==> src/rtl/watchdog_timer_if.sv <==
// Register bus for the watchdog timer.
// One write port and a combinational read port.
interface watchdog_timer_if;
    logic        WrEn;
    logic [1:0]  Addr;
    logic [31:0] WrData;
    logic [31:0] RdData;

    modport master (
        output WrEn,
        output Addr,
        output WrData,
        input  RdData
    );

    modport slave (
        input  WrEn,
        input  Addr,
        input  WrData,
        output RdData
    );
endinterface

==> src/rtl/watchdog_timer.sv <==
// Watchdog timer: COUNT -> WARN (Irq) -> BITE (AutoRstReq pulse).
// Keyed kicks restart the count; a wrong key bites immediately.
module watchdog_timer #(
    parameter int          CNT_W    = 24,
    parameter logic [31:0] KICK_KEY = 32'h5A5AA5A5,
    parameter int          BITE_LEN = 8
) (
    input  logic              Clock,
    input  logic              Reset,
    watchdog_timer_if.slave   bus,
    output logic              Irq,
    output logic              AutoRstReq
);

    localparam int BW = (BITE_LEN > 1) ? $clog2(BITE_LEN) : 1;
    localparam logic [BW-1:0] BITE_LAST = BW'(BITE_LEN - 1);

    typedef enum logic [1:0] {
        IDLE  = 2'd0,
        COUNT = 2'd1,
        WARN  = 2'd2,
        BITE  = 2'd3
    } state_t;

    typedef enum logic [1:0] {
        CNT_HOLD = 2'd0,
        CNT_LOAD = 2'd1,
        CNT_DEC  = 2'd2
    } cnt_op_t;

    state_t           state;
    state_t           state_nxt;
    cnt_op_t          cnt_op;
    logic             set_pend;
    logic             bite_end;
    logic [1:0]       cause_nxt;

    logic             en;
    logic             irqen;
    logic             lock;
    logic [CNT_W-1:0] load;
    logic [CNT_W-1:0] cnt;
    logic             irq_pend;
    logic [1:0]       cause;
    logic [BW-1:0]    bite_cnt;

    logic             running;
    logic             wr_ok;
    logic             ctrl_wr;
    logic             load_wr;
    logic             kick_wr;
    logic             stat_wr;
    logic             kick_good;
    logic             kick_bad;
    logic             en_on;
    logic             en_off;
    logic             cnt_zero;
    logic [CNT_W-1:0] load_val;
    logic [23:0]      cnt_field;

    assign running   = (state == COUNT) || (state == WARN);
    assign wr_ok     = bus.WrEn && (state != BITE);
    assign ctrl_wr   = wr_ok && (bus.Addr == 2'd0) && !lock;
    assign load_wr   = wr_ok && (bus.Addr == 2'd1) && !lock;
    assign kick_wr   = wr_ok && (bus.Addr == 2'd2) && running;
    assign stat_wr   = wr_ok && (bus.Addr == 2'd3);
    assign kick_good = kick_wr && (bus.WrData == KICK_KEY);
    assign kick_bad  = kick_wr && (bus.WrData != KICK_KEY);
    assign en_on     = ctrl_wr && bus.WrData[0] && !en;
    assign en_off    = ctrl_wr && !bus.WrData[0] && en;
    assign cnt_zero  = (cnt == '0);
    assign cnt_field = 24'(cnt);

    // A zero reload would never expire cleanly, so it is stored as 1.
    assign load_val = (bus.WrData[CNT_W-1:0] == '0) ?
                      CNT_W'(1) : bus.WrData[CNT_W-1:0];

    assign Irq = irq_pend & irqen;

    // State register.
    always_ff @(posedge Clock or negedge Reset) begin
        if (!Reset) state <= IDLE;
        else        state <= state_nxt;
    end

    // Next state; disable beats kick beats expiry.
    always_comb begin
        state_nxt = state;
        cnt_op    = CNT_HOLD;
        set_pend  = 1'b0;
        bite_end  = 1'b0;
        cause_nxt = cause;
        case (state)
            IDLE: begin
                if (en_on) begin
                    state_nxt = COUNT;
                    cnt_op    = CNT_LOAD;
                end
            end
            COUNT: begin
                if (en_off) begin
                    state_nxt = IDLE;
                end else if (kick_bad) begin
                    state_nxt = BITE;
                    cause_nxt = 2'b10;
                end else if (kick_good) begin
                    cnt_op = CNT_LOAD;
                end else if (cnt_zero) begin
                    state_nxt = WARN;
                    cnt_op    = CNT_LOAD;
                    set_pend  = 1'b1;
                end else begin
                    cnt_op = CNT_DEC;
                end
            end
            WARN: begin
                if (en_off) begin
                    state_nxt = IDLE;
                end else if (kick_bad) begin
                    state_nxt = BITE;
                    cause_nxt = 2'b10;
                end else if (kick_good) begin
                    state_nxt = COUNT;
                    cnt_op    = CNT_LOAD;
                end else if (cnt_zero) begin
                    state_nxt = BITE;
                    cause_nxt = 2'b01;
                end else begin
                    cnt_op = CNT_DEC;
                end
            end
            BITE: begin
                if (bite_cnt == BITE_LAST) begin
                    state_nxt = IDLE;
                    bite_end  = 1'b1;
                end
            end
            default: state_nxt = IDLE;
        endcase
    end

    // Registers, counters and the registered reset request.
    always_ff @(posedge Clock or negedge Reset) begin
        if (!Reset) begin
            en         <= 1'b0;
            irqen      <= 1'b0;
            lock       <= 1'b0;
            load       <= '1;
            cnt        <= '0;
            irq_pend   <= 1'b0;
            cause      <= 2'b00;
            bite_cnt   <= '0;
            AutoRstReq <= 1'b0;
        end else begin
            cause <= cause_nxt;
            case (cnt_op)
                CNT_LOAD: cnt <= load;
                CNT_DEC:  cnt <= cnt - CNT_W'(1);
                default:  cnt <= cnt;
            endcase
            if (ctrl_wr) begin
                en    <= bus.WrData[0];
                irqen <= bus.WrData[1];
                lock  <= bus.WrData[2];
            end else if (bite_end) begin
                en <= 1'b0;
            end
            if (load_wr) load <= load_val;
            if (set_pend)
                irq_pend <= 1'b1;
            else if (stat_wr && bus.WrData[24])
                irq_pend <= 1'b0;
            if ((state == BITE) && (state_nxt == BITE))
                bite_cnt <= bite_cnt + BW'(1);
            else
                bite_cnt <= '0;
            AutoRstReq <= (state_nxt == BITE);
        end
    end

    // Combinational register read.
    always_comb begin
        bus.RdData = '0;
        case (bus.Addr)
            2'd0: bus.RdData = {29'd0, lock, irqen, en};
            2'd1: bus.RdData = 32'(load);
            2'd2: bus.RdData = '0;
            2'd3: bus.RdData = {4'd0, (state != IDLE), cause,
                                irq_pend, cnt_field};
            default: bus.RdData = '0;
        endcase
    end

endmodule

==> src/flat_wrapper.sv <==
// flat-port wrapper written by rule: the top's interface ports become plain ports
module watchdog_timer_flat 
#(
    parameter int          CNT_W    = 24,
    parameter logic [31:0] KICK_KEY = 32'h5A5AA5A5,
    parameter int          BITE_LEN = 8
)
  (Clock, Reset, Irq, AutoRstReq, bus_WrEn, bus_Addr, bus_WrData, bus_RdData);
  watchdog_timer_if bus_i ();
  input  logic Clock;
  input  logic Reset;
  output logic Irq;
  output logic AutoRstReq;
  input wire logic [$bits(bus_i.WrEn)-1:0] bus_WrEn;
  input wire logic [$bits(bus_i.Addr)-1:0] bus_Addr;
  input wire logic [$bits(bus_i.WrData)-1:0] bus_WrData;
  output wire logic [$bits(bus_i.RdData)-1:0] bus_RdData;
  assign bus_i.WrEn = bus_WrEn;
  assign bus_i.Addr = bus_Addr;
  assign bus_i.WrData = bus_WrData;
  assign bus_RdData = bus_i.RdData;
  watchdog_timer #(.CNT_W(CNT_W), .KICK_KEY(KICK_KEY), .BITE_LEN(BITE_LEN)) u_core (.Clock(Clock), .Reset(Reset), .bus(bus_i), .Irq(Irq), .AutoRstReq(AutoRstReq));
endmodule
==> config.mk <==
export PLATFORM = sky130hd
export DESIGN_NAME = watchdog_timer_flat
export DESIGN_NICKNAME = d
export VERILOG_FILES = /design/src/rtl/watchdog_timer_if.sv /design/src/rtl/watchdog_timer.sv /design/src/flat_wrapper.sv
export SDC_FILE = /design/constraint.sdc
export NUM_CORES = 1
export LEC_CHECK = 0
export BUFFER_PORTS_ARGS = -buffer_cell sky130_fd_sc_hd__buf_2
export CAP_MARGIN = 15
export CORE_MARGIN = 3
export CORE_UTILIZATION = 57
export CTS_CLUSTER_DIAMETER = 40
export CTS_CLUSTER_SIZE = 12
export DETAILED_ROUTE_END_ITERATION = 10
export PLACE_DENSITY = 0.8
export SYNTH_ARGS = -nofsm -noshare
export SYNTH_HDL_FRONTEND = slang
export SYNTH_SLANG_ARGS = --single-unit
==> constraint.sdc <==
create_clock -name Clock -period 3.85 [get_ports Clock]
set_input_delay 0.385 -clock Clock [delete_from_list [all_inputs] [get_ports Clock]]
set_output_delay 0.385 -clock Clock [all_outputs]
set_load 0.02 [all_outputs]
==> key figures, run 1 <==
Place
  • HPWL Detailed: between 7000 and 8000 microns
  • Final Wtd Congestion: around 0.93
  • Port Buffer Count: 66

Clock tree
  • Worst-path clk slew: roughly 70 ps
  • CTS sink count: 60
  • Clock buffer count from CTS: 9
  • TritonCTS clock tree: built
  • Skew-Pair Late Insertion Delay: between 300 and 400 ps
  • CTS resizes: 0
  • Clk buf depth: 2
  • H-tree depth: 3
  • CTS root buffer: clkbuf_8
  • CTS Hold Bufs: 0
  • Buffer count from post-CTS setup fixing: 0

Setup path
  • Critical path cell sequence: ha_1 -> nor4b_4 -> and2b_1 -> nor2b_1 -> and2_1 -> o21ai_1 -> a21o_1 -> ha_1 -> buf_4 -> nor2_1 -> a211o_1
  • Setup slack, reg-to-reg: about 280 ps
  • Arr. time, crit path: 3800 ps
  • Max stage delay cell, worst path: ha_1
  • Critical Path Fanout Max: 24
  • Worst path max stage delay: roughly 500 ps
  • Reg2reg start: u_core.state[0]
  • Worst R2R End: u_core.cnt[22]
  • Crit. End Element: flip-flop
  • Worst endpoint required time: 4080 ps
  • Crit path kind: reg2reg
  • Most used cell, CP: ha_1
  • Delay-heaviest family, CP: simple AND/OR/NAND/NOR gates
  • CP bufs+invs: 1
  • Startpoint class of the critical path: flip-flop
  • R2R cell count: 11

Timing
  • WHS: 124 ps
  • Worst slew pin tran: approximately 790 ps
  • Fmax: between 0.2 and 0.3 GHz
  • Tcrit/Tclk final: 0.927
  • Worst slew margin: 0.472
  • Min Tclk post-route: 3570 ps
  • TNS Setup: 0 ps
  • Max-slew violations: 0
  • Fin Clk Skew: 8.91 ps
  • Final hold violation count: 0
  • RSZ-0062 raised after global routing: false
  • Final setup viols: 0

Power
  • Seq pwr share: 0.365
  • P_int: 2150 uW
  • Leakage: roughly 0.0020 uW
  • Sw Share: 0.422
  • Logic pwr share: 0.453
  • Tot Pwr: 3710 uW
  • Net Sw Power: 1570 uW
  • Maximum vdd ir drop: roughly 0.00043 V
  • PwrDens: ~800 nW/um^2
  • Clk pwr share: 0.182

Finish
  • Nets: around 530
  • Ant. Diodes: 0
  • Area Overhead vs Synth: 16.3%
  • Commonest non-fill, non-tap cell in the layout: buf_2
  • Layout cell share with drive strength beyond 1: 0.331
  • Commonest non-fill, non-tap cells in the layout: buf_2 (66), dfrtp_1 (36), nor2_1 (31)

Floorplanning
  • Placeable Area: 6570 sq um
  • Die Area: 8040 sq um
  • Starting Density: 0.607
  • Core Rows: 29
  • Die X: approximately 90 microns
  • Number of I/O pins: 71
  • DIE HEIGHT: 89.6 microns

Route
  • DR iter-0 viols: around 290
  • DR DRC count: 0
  • Drt pass-1 iters: 5
  • Via count: 3610
  • Overall routed net length: roughly 11000 microns
  • Vias per Instance: between 6 and 7
  • ANT nets after route: 0
  • Per-cell routed wire length: around 18 microns

Synth
  • Post-synth EDFFs: 0
  • Asr flop ratio synth: 1.00
  • Synthesis-stage register bit count: 60
  • Mapped cell area: ~4000 sq um
  • Top_reg_cell synth: dfrtp_1
  • Ys Warns: 0
  • Cells after synthesis: approximately 430
  • Unique masters post-synth: ~70
  • Sequential area share after synthesis: 0.384
  • Avg Inst Size Synth: around 9.4 sq um

Run status
  • Outcome: finished, final reports clean

Global route
  • GRT Total Usage: 0.276
  • Vias in the first global route: 3316
  • First-pass GRT wire length: around 17000 microns
  • Largest net degree at the start of global routing: 46
  • Initial antenna violation count: 0
  • Total grt overflow: 0

Hold path
  • Worst hold path class: in2async

Flow run
  • # Max-Cap Violations: 0
-- flip-flops by register name, summed over array words and instances (netlist names) --
signal	cells
u_core.irqen	1
u_core.AutoRstReq	1
u_core.lock	1
u_core.bite_cnt	3
u_core.load	24
u_core.state	2
u_core.cnt	24
u_core.en	1
u_core.irq_pend	1
u_core.cause	2
-- logic make-up (layout without fill, tap and decap cells) --
group	after synthesis	in the layout	share of synthesized area
AOI/OAI and AO/OA	114	114	0.189
muxes	47	47	0.126
buffers and inverters	41	105	0.0433
DFF	60	60	0.384
adders and majority gates	8	8	0.0251
other	1	4	0.000940
and+or+nand+nor	154	154	0.233
-- power groups by stage --
stage	combinational, uW	sequential (uW)	clock, uW
global route	1870	1390	714
global placement	1600	1330	0
CTS	1670	1340	680
finish	1680	1350	675
floorplan	1290	1240	0
detailed placement	1650	1350	0
-- routing by layer --
| metal | GRT usage | up-vias | routed length, microns |
|---|---|---|---|
| li1 | - | 1681 | - |
| met5 | 0 | - | 0 |
| met4 | 0.0934 | 0 | 250 |
| met2 | 0.443 | 155 | 4980 |
| met3 | 0.0502 | 21 | 773 |
| met1 | 0.377 | 1753 | 4570 |
-- cell type report --
class / count / area, sq um
multi-input combinational: 327 / 2290
timing repair buffer: 77 / 413
clock inverter: 3 / 67.6
sequential: 60 / 1530
tap: 93 / 116
fill: 530 / 1930
inverter: 12 / 45.0
clock buffer: 13 / 169
-- Yosys cell counts (3+ instances only) --
cell type  number  area [sq um]
ha_1            8           100
o21ai_0        25           125
and3_1          5          31.3
mux2i_1        23           230
nand3_1         7          35.0
a41oi_1         3          26.3
mux2_2         24           270
o21a_1          4          30.0
o211ai_1        4          30.0
o22a_1          6          52.6
dfstp_2        24           631
a2bb2oi_1       3          26.3
nor3_1         11          55.1
dfrtp_1        36           901
buf_4           4          30.0
a21oi_1        27           135
nor2_1         31           116
a21o_1          3          22.5
a31oi_1         7          43.8
or3_1           4          25.0
o21ai_1         5          25.0
nor4_1         10          62.6
nor3b_1         3          22.5
clkbuf_1       19          71.3
buf_2           3          15.0
nand2_1        20          75.1
nand4_1         6          37.5
inv_1          12          45.0
and2_1          3          18.8
buf_1           3          11.3
o22ai_1         5          31.3
nor2b_1        28           175
-- through the flow --
step | instances | area (sq um) | util | setup WS [ps]
after global placement | 569 | 4400 | 0.670 | 496
after CTS | 585 | 4640 | 0.706 | 330
after global routing | 585 | 4640 | 0.706 | 51.5
final | 585 | 4640 | 0.706 | 282
after floorplan | 428 | 4000 | - | 575
after detailed placement | 569 | 4400 | 0.670 | 375
-- worst max path at each step --
| stage | from | to | slack (ps) | cells past startpoint |
|---|---|---|---|---|
| floorplan | u_core.state[0] | u_core.cnt[21] | 570 | 13 |
| global placement | u_core.state[0] | u_core.cnt[22] | 500 | 11 |
| detailed placement | u_core.state[0] | u_core.cnt[18] | 370 | 11 |
| CTS | u_core.state[0] | u_core.cnt[22] | 330 | 11 |
| global route | u_core.state[0] | u_core.cnt[12] | 50 | 11 |
| finish | u_core.state[0] | u_core.cnt[22] | 280 | 11 |
Note: power is estimated with default switching activity, not from simulation.
==> run 2: changes to the inputs <==
GPL_TIMING_DRIVEN = 0   (was unset)
==> run 2 against run 1 <==
Compared with the run above:
- via count increased by 4.0%
- final cell count increased by 3.2%
- first-iteration DRC count increased by 4.1%
- non-clock buffer count increased by 19
- power increased by 0.17%
- global-route usage increased by 2.1 points
- register-to-register slack got worse by 70 ps
==> key figures, run 2 (synthesized netlist as in run 1, its figures left out) <==
Global route
  • Largest net degree at the start of global routing: 41 (was 46)
  • GRT Total Usage: 0.297 (was 0.276)
  • Vias in the first global route: 3558 (was 3316)
  • First-pass GRT wire length: 18100 microns (was 16800 microns)
  • Initial antenna violation count: 0 (unchanged)
  • Total grt overflow: 0 (unchanged)

Run status
  • Outcome: finished, final reports clean (unchanged)

Power
  • Tot Pwr: 3720 uW (was 3710 uW)
  • Maximum vdd ir drop: 0.000444 V (was 0.000433 V)
  • Leakage: 0.00205 uW (was 0.00202 uW)
  • PwrDens: 793 nW/um^2 (was 801 nW/um^2)

Setup path
  • Arr. time, crit path: 3840 ps (was 3800 ps)
  • Critical Path Fanout Max: 10 (was 24)
  • Worst endpoint required time: 4050 ps (was 4080 ps)
  • Crit path kind: reg2reg (unchanged)
  • Crit. End Element: flip-flop (unchanged)
  • Startpoint class of the critical path: flip-flop (unchanged)

Floorplanning
  • DIE HEIGHT: 89.6 microns (unchanged)
  • Die Area: 8040 sq um (unchanged)
  • Placeable Area: 6570 sq um (unchanged)
  • Core Rows: 29 (unchanged)
  • Starting Density: 0.607 (unchanged)
  • Number of I/O pins: 71 (unchanged)
  • Die X: 89.6 microns (unchanged)

Hold path
  • Worst hold path class: in2async (unchanged)

Route
  • Vias per Instance: 6.22 (was 6.17)
  • DR DRC count: 0 (unchanged)
  • Per-cell routed wire length: 19.0 microns (was 18.1 microns)
  • DR iter-0 viols: 303 (was 291)
  • ANT nets after route: 0 (unchanged)
  • Drt pass-1 iters: 5 (unchanged)
  • Overall routed net length: 11500 microns (was 10600 microns)
  • Via count: 3755 (was 3610)

Timing
  • Final setup viols: 0 (unchanged)
  • Fin Clk Skew: 11.4 ps (was 8.91 ps)
  • Fmax: 0.275 GHz (was 0.280 GHz)
  • Tcrit/Tclk final: 0.944 (was 0.927)
  • Final hold violation count: 0 (unchanged)
  • TNS Setup: 0 ps (unchanged)
  • Worst slew pin tran: 787 ps (was 791 ps)
  • Worst slew margin: 0.470 (was 0.472)
  • WHS: 1.13 ps (was 124 ps)
  • Min Tclk post-route: 3640 ps (was 3570 ps)
  • RSZ-0062 raised after global routing: false (unchanged)
  • Max-slew violations: 0 (unchanged)
  • Worst setup margin: 214 ps (was 282 ps)

Clock tree
  • Clock buffer count from CTS: 9 (unchanged)
  • CTS sink count: 60 (unchanged)
  • Skew-Pair Late Insertion Delay: 350 ps (about the same)
  • Clk buf depth: 2 (unchanged)
  • TritonCTS clock tree: built (unchanged)
  • CTS root buffer: clkbuf_8 (unchanged)
  • Worst-path clk slew: 80 ps (was 70 ps)
  • H-tree depth: 3 (unchanged)
  • CTS Hold Bufs: 0 (unchanged)

Place
  • Port Buffer Count: 65 (was 66)
  • HPWL Detailed: 8180 microns (was 7460 microns)
  • Final Wtd Congestion: 0.933 (was 0.929)
  • Setup slack at placement: -248 ps (was 375 ps)

Finish
  • Commonest non-fill, non-tap cell in the layout: buf_2 (unchanged)
  • Commonest non-fill, non-tap cells in the layout: buf_2 (68), dfrtp_1 (36), nor2_1 (31) (was buf_2 (66), dfrtp_1 (36), nor2_1 (31))
  • Layout cell share with drive strength beyond 1: 0.331 (about the same)
  • Register area: 1530 sq um (unchanged)
  • Layout fillers: 540 (was 530)
  • Ant. Diodes: 0 (unchanged)
  • Area Overhead vs Synth: 17.7% (was 16.3%)
  • Area of the multi-input gates: 2310 sq um (was 2290 sq um)
  • Nets: 551 (was 532)
  • Top Registers: u_core.cnt: 24 flops, u_core.load: 24 flops, u_core.bite_cnt: 3 flops (unchanged)
  • Post-layout util: 0.714 (was 0.706)

Flow run
  • # Max-Cap Violations: 0 (unchanged)
run 2: report_power, final:
group          internal [uW]  switching (uW)  leakage [uW]
clock network            314             271     0.0000991
registers               1010             340      0.000688
logic                    727            1050       0.00126
total                   2050            1670       0.00205
run 2: per-stage QoR:
stage | instance area, sq um | std cells
final | 4690 | 604
after global routing | 4690 | 604
after CTS | 4660 | 603
after detailed placement | 4460 | 587
after global placement | 4440 | 586
after floorplan | 4000 | 428
run 2: path summary, 6_finish.rpt:
check | to | depth (start not counted) | slack [ps] | from
worst max-delay path | u_core.cnt[21] | 15 | 210 | u_core.state[0]
worst min-delay path | u_core.cnt[1] | 1 | 1 | Reset
worst max register to register | u_core.cnt[21] | 15 | 210 | u_core.state[0]
worst min register to register | u_core.cause[0] | 1 | 510 | u_core.cause[0]
max in group asynchronous | u_core.load[20] | 2 | 3180 | Reset
min in group Clock | u_core.load[3] | 2 | 280 | bus_WrData[3]
run 2: per-layer routing:
layer | global-route usage | part of all wire | up-vias
met5 | 0 | 0 | -
met4 | 0.0839 | 0.019 | 0
met3 | 0.0557 | 0.087 | 28
met2 | 0.473 | 0.47 | 206
met1 | 0.416 | 0.43 | 1799
li1 | - | - | 1722
run 2: repair_timing:
action / CTS / global route
setup endpoints to repair: 9 / 24
pin swaps: 0 / 1
gates resized for setup: 3 / 11
hold endpoints to repair: 0 / 0
setup buffers: 0 / 2
run 2: worst max-delay path: stages, from the launching register on:
cell and delay (ps):
dfrtp_1 460, ha_1 220, buf_2 190, nor4b_4 420, and2b_1 300, nor2b_1 220, and2_1 150, o21ai_1 70
a21o_1 180, ha_1 180, clkbuf_1 240, inv_1 180, clkbuf_2 290, nor3_1 80, a32oi_1 200, o211ai_1 110
run 2: area by class of cell:
class | count | area share
well taps | 93 | 0.0248
inverters | 12 | 0.00960
plain buffers | 28 | 0.0285
repair buffers | 68 | 0.0768
flip-flops and latches | 60 | 0.326
multi-input cells | 327 | 0.493
clock buffers | 11 | 0.0301
clock inverters | 5 | 0.0112
==> run 3: changes to the inputs <==
ABC_AREA = 1   (was unset)
==> run 3 against run 2 <==
Compared with the run above:
- die area up 2.5%
- clock skew up 1.6 ps
- cell area up 2.1%
- combinational power down 6%
- core utilization down 1.7 points
- sequential power down 30%
- final cell count up 27%
- maximum frequency up 6.1%
- wire length down 4.1%
==> key figures, run 3 <==
Route
  • DR DRC count: 0 (unchanged)
  • Drt pass-1 iters: 5 (unchanged)
  • Vias per Instance: 5.29 (was 6.22)
  • Per-cell routed wire length: 14.4 microns (was 19.0 microns)
  • ANT nets after route: 0 (unchanged)
  • Overall routed net length: 11000 microns (was 11500 microns)
  • DR iter-0 viols: 293 (was 303)
  • Via count: 4047 (was 3755)

Synth
  • Ys Warns: 0 (unchanged)
  • Post-synth EDFFs: 0 (unchanged)
  • Commonest cells post-synth: nand2_1 (109), inv_1 (99), o21ai_0 (70), nor2_1 (67), dfrtp_1 (36) (was dfrtp_1 (36), nor2_1 (31), nor2b_1 (28), a21oi_1 (27), o21ai_0 (25))
  • Unique masters post-synth: 36 (was 72)
  • Synth top area share: 0.220 (was 0.226)
  • Most common cell in the netlist: nand2_1 (was dfrtp_1)
  • Asr flop ratio synth: 1.00 (unchanged)
  • Sequential area share after synthesis: 0.374 (was 0.384)
  • Avg Inst Size Synth: 7.04 sq um (was 9.38 sq um)
  • Top_reg_cell synth: dfrtp_1 (unchanged)
  • Synth area leaders: dfrtp_1 (22%), dfstp_2 (15%), nand2_1 (10%) (was dfrtp_1 (23%), dfstp_2 (16%), mux2_2 (6.8%))
  • Area leader, netlist: dfrtp_1 (unchanged)
  • Synthesis-stage register bit count: 60 (unchanged)
  • Cells after synthesis: 582 (was 425)
  • Mapped cell area: 4100 sq um (was 3990 sq um)

Floorplanning
  • Number of I/O pins: 71 (unchanged)
  • Die X: 90.8 microns (was 89.6 microns)
  • Starting Density: 0.596 (was 0.607)
  • Core Rows: 30 (was 29)
  • DIE HEIGHT: 90.8 microns (was 89.6 microns)
  • Placeable Area: 6870 sq um (was 6570 sq um)
  • Die Area: 8240 sq um (was 8040 sq um)

Timing
  • Worst slew margin: 0.620 (was 0.470)
  • Fmax: 0.292 GHz (was 0.275 GHz)
  • TNS Setup: 0 ps (unchanged)
  • Final hold violation count: 0 (unchanged)
  • Tcrit/Tclk final: 0.890 (was 0.944)
  • Min Tclk post-route: 3430 ps (was 3640 ps)
  • Worst slew pin tran: 570 ps (was 787 ps)
  • Max-slew violations: 0 (unchanged)
  • RSZ-0062 raised after global routing: false (unchanged)
  • Fin Clk Skew: 13.0 ps (was 11.4 ps)
  • Final setup viols: 0 (unchanged)

Setup path
  • Setup slack, reg-to-reg: 420 ps (was 210 ps)
  • Critical Path Fanout Max: 10 (unchanged)
  • Worst R2R End: u_core.cnt[23] (was u_core.cnt[21])
  • R2R cell count: 16 (was 15)
  • Reg2reg start: u_core.state[0] (unchanged)
  • Crit path kind: reg2reg (unchanged)
  • Startpoint class of the critical path: flip-flop (unchanged)
  • Arr. time, crit path: 3650 ps (was 3840 ps)
  • Worst endpoint required time: 4080 ps (was 4050 ps)
  • Crit. End Element: flip-flop (unchanged)

Clock tree
  • Buffer count from post-CTS setup fixing: 0 (unchanged)
  • CTS root buffer: clkbuf_8 (unchanged)
  • Worst-path clk slew: 70 ps (was 80 ps)
  • H-tree depth: 3 (unchanged)
  • CTS sink count: 60 (unchanged)
  • CTS resizes: 0 (was 3)
  • Skew-Pair Late Insertion Delay: 350 ps (about the same)
  • CTS Hold Bufs: 1 (was 0)
  • TritonCTS clock tree: built (unchanged)
  • Clock buffer count from CTS: 9 (unchanged)
  • Clk buf depth: 2 (unchanged)

Hold path
  • Hold path startpoint: bus_WrData[16]
  • Worst hold path class: in2reg (was in2async)
  • Hold path depth: 3
  • Hold endpoint: u_core.load[16]

Place
  • Area after DPL: 4580 sq um (was 4460 sq um)
  • Final Wtd Congestion: 0.973 (was 0.933)
  • HPWL Detailed: 8490 microns (was 8180 microns)
  • Port Buffer Count: 66 (was 65)

Global route
  • Initial antenna violation count: 0 (unchanged)
  • Total grt overflow: 0 (unchanged)
  • GRT Total Usage: 0.280 (was 0.297)
  • Vias in the first global route: 3996 (was 3558)
  • First-pass GRT wire length: 18400 microns (was 18100 microns)
  • Largest net degree at the start of global routing: 42 (was 41)

Power
  • Leakage: 0.00238 uW (was 0.00205 uW)
  • PwrDens: 673 nW/um^2 (was 793 nW/um^2)
  • Maximum vdd ir drop: 0.000334 V (was 0.000444 V)

Finish
  • Nets: 709 (was 551)
  • Area Overhead vs Synth: 17.0% (was 17.7%)
  • Commonest non-fill, non-tap cells in the layout: nand2_1 (109), inv_1 (99), o21ai_0 (70) (was buf_2 (68), dfrtp_1 (36), nor2_1 (31))
  • Top Registers: u_core.cnt: 24 flops, u_core.load: 24 flops, u_core.bite_cnt: 3 flops (unchanged)
  • Layout cell share with drive strength beyond 1: 0.215 (was 0.331)
  • Final instance area: 4790 sq um (was 4690 sq um)
  • Post-layout util: 0.697 (was 0.714)
  • Commonest non-fill, non-tap cell in the layout: nand2_1 (was buf_2)
  • Ant. Diodes: 0 (unchanged)

Flow run
  • # Max-Cap Violations: 0 (unchanged)

Run status
  • Outcome: finished, final reports clean (unchanged)
run 3: cell types whose count changed in the layout (fill, tap and decap cells not counted), sizes merged, moves of 7 or more:
| cell | before | now |
|---|---|---|
| inv | 12 | 104 |
| nand2 | 21 | 113 |
| nor2 | 32 | 82 |
| o21ai | 30 | 76 |
| nor2b | 28 | 0 |
| mux2 | 24 | 0 |
| mux2i | 23 | 0 |
| xor2 | 0 | 17 |
| o22ai | 6 | 20 |
| nand3 | 8 | 21 |
| nor4 | 12 | 3 |
| nor3 | 14 | 6 |
| o22a | 7 | 0 |
run 3: final cells by class:
cell class	count	area, sq um
repair buffers	68	360
plain buffers	21	93.8
well taps	96	120
flip-flops and latches	60	1530
multi-input cells	397	2080
clock inverters	4	47.5
fillers	615	2080
clock buffers	12	155
inverters	107	402
run 3: report_power, final:
part / switching (uW) / internal (uW)
Sequential: 155 / 791
Combinational: 1140 / 543
Clock: 262 / 332
Total: 1560 / 1670
run 3: layer usage:
metal / up-vias / share of wire / global-route usage / wire [microns]
met5: - / 0 / 0 / 0
met4: 0 / 0.019 / 0.0992 / 206
met3: 20 / 0.063 / 0.0650 / 691
met2: 144 / 0.49 / 0.464 / 5410
met1: 1868 / 0.43 / 0.358 / 4680
li1: 2015 / - / - / -
run 3: worst max-delay path by stage:
stage	from	to	slack, ps	cells after the start
after CTS	u_core.state[0]	u_core.cnt[23]	490	16
after floorplan	u_core.state[0]	u_core.cnt[23]	1190	16
after detailed placement	u_core.state[0]	u_core.cnt[23]	520	16
final	u_core.state[0]	u_core.cnt[23]	420	16
after global placement	u_core.state[0]	u_core.cnt[23]	490	16
after global routing	u_core.state[0]	u_core.cnt[23]	120	16
run 3: through the flow:
step                      hold slack (ps)  instances  setup slack, ps  total power, uW
after global placement                420        747              488             2540
final                                 271        765              423             3220
after CTS                             259        765              487             3200
after detailed placement              366        748              523             2590
after floorplan                      89.4        585             1190             2150
after global routing                  286        765              119             3480
run 3: cells by family (layout without fill, tap and decap cells):
logic type / count (synthesis) / count (layout) / synth area share
simple gates: 237 / 237 / 0.271
compound gates: 131 / 131 / 0.172
buf+inv: 128 / 212 / 0.121
flops: 60 / 60 / 0.374
xor+xnor: 17 / 17 / 0.0363
fa+ha+maj: 8 / 8 / 0.0244
other cells: 1 / 4 / 0.000915
run 3: worst max-delay path, stage by stage (launching register included):
cell and delay, ps:
dfrtp_1 450, inv_1 120, ha_1 370, nand3_1 140, nor2_4 180, inv_2 90, nand2_1 100, nand3_1 90
a21oi_1 120, o21ai_0 120, ha_1 330, inv_1 120, clkbuf_1 360, clkbuf_1 410, a21oi_1 120, o21ai_1 90
o21ai_1 80
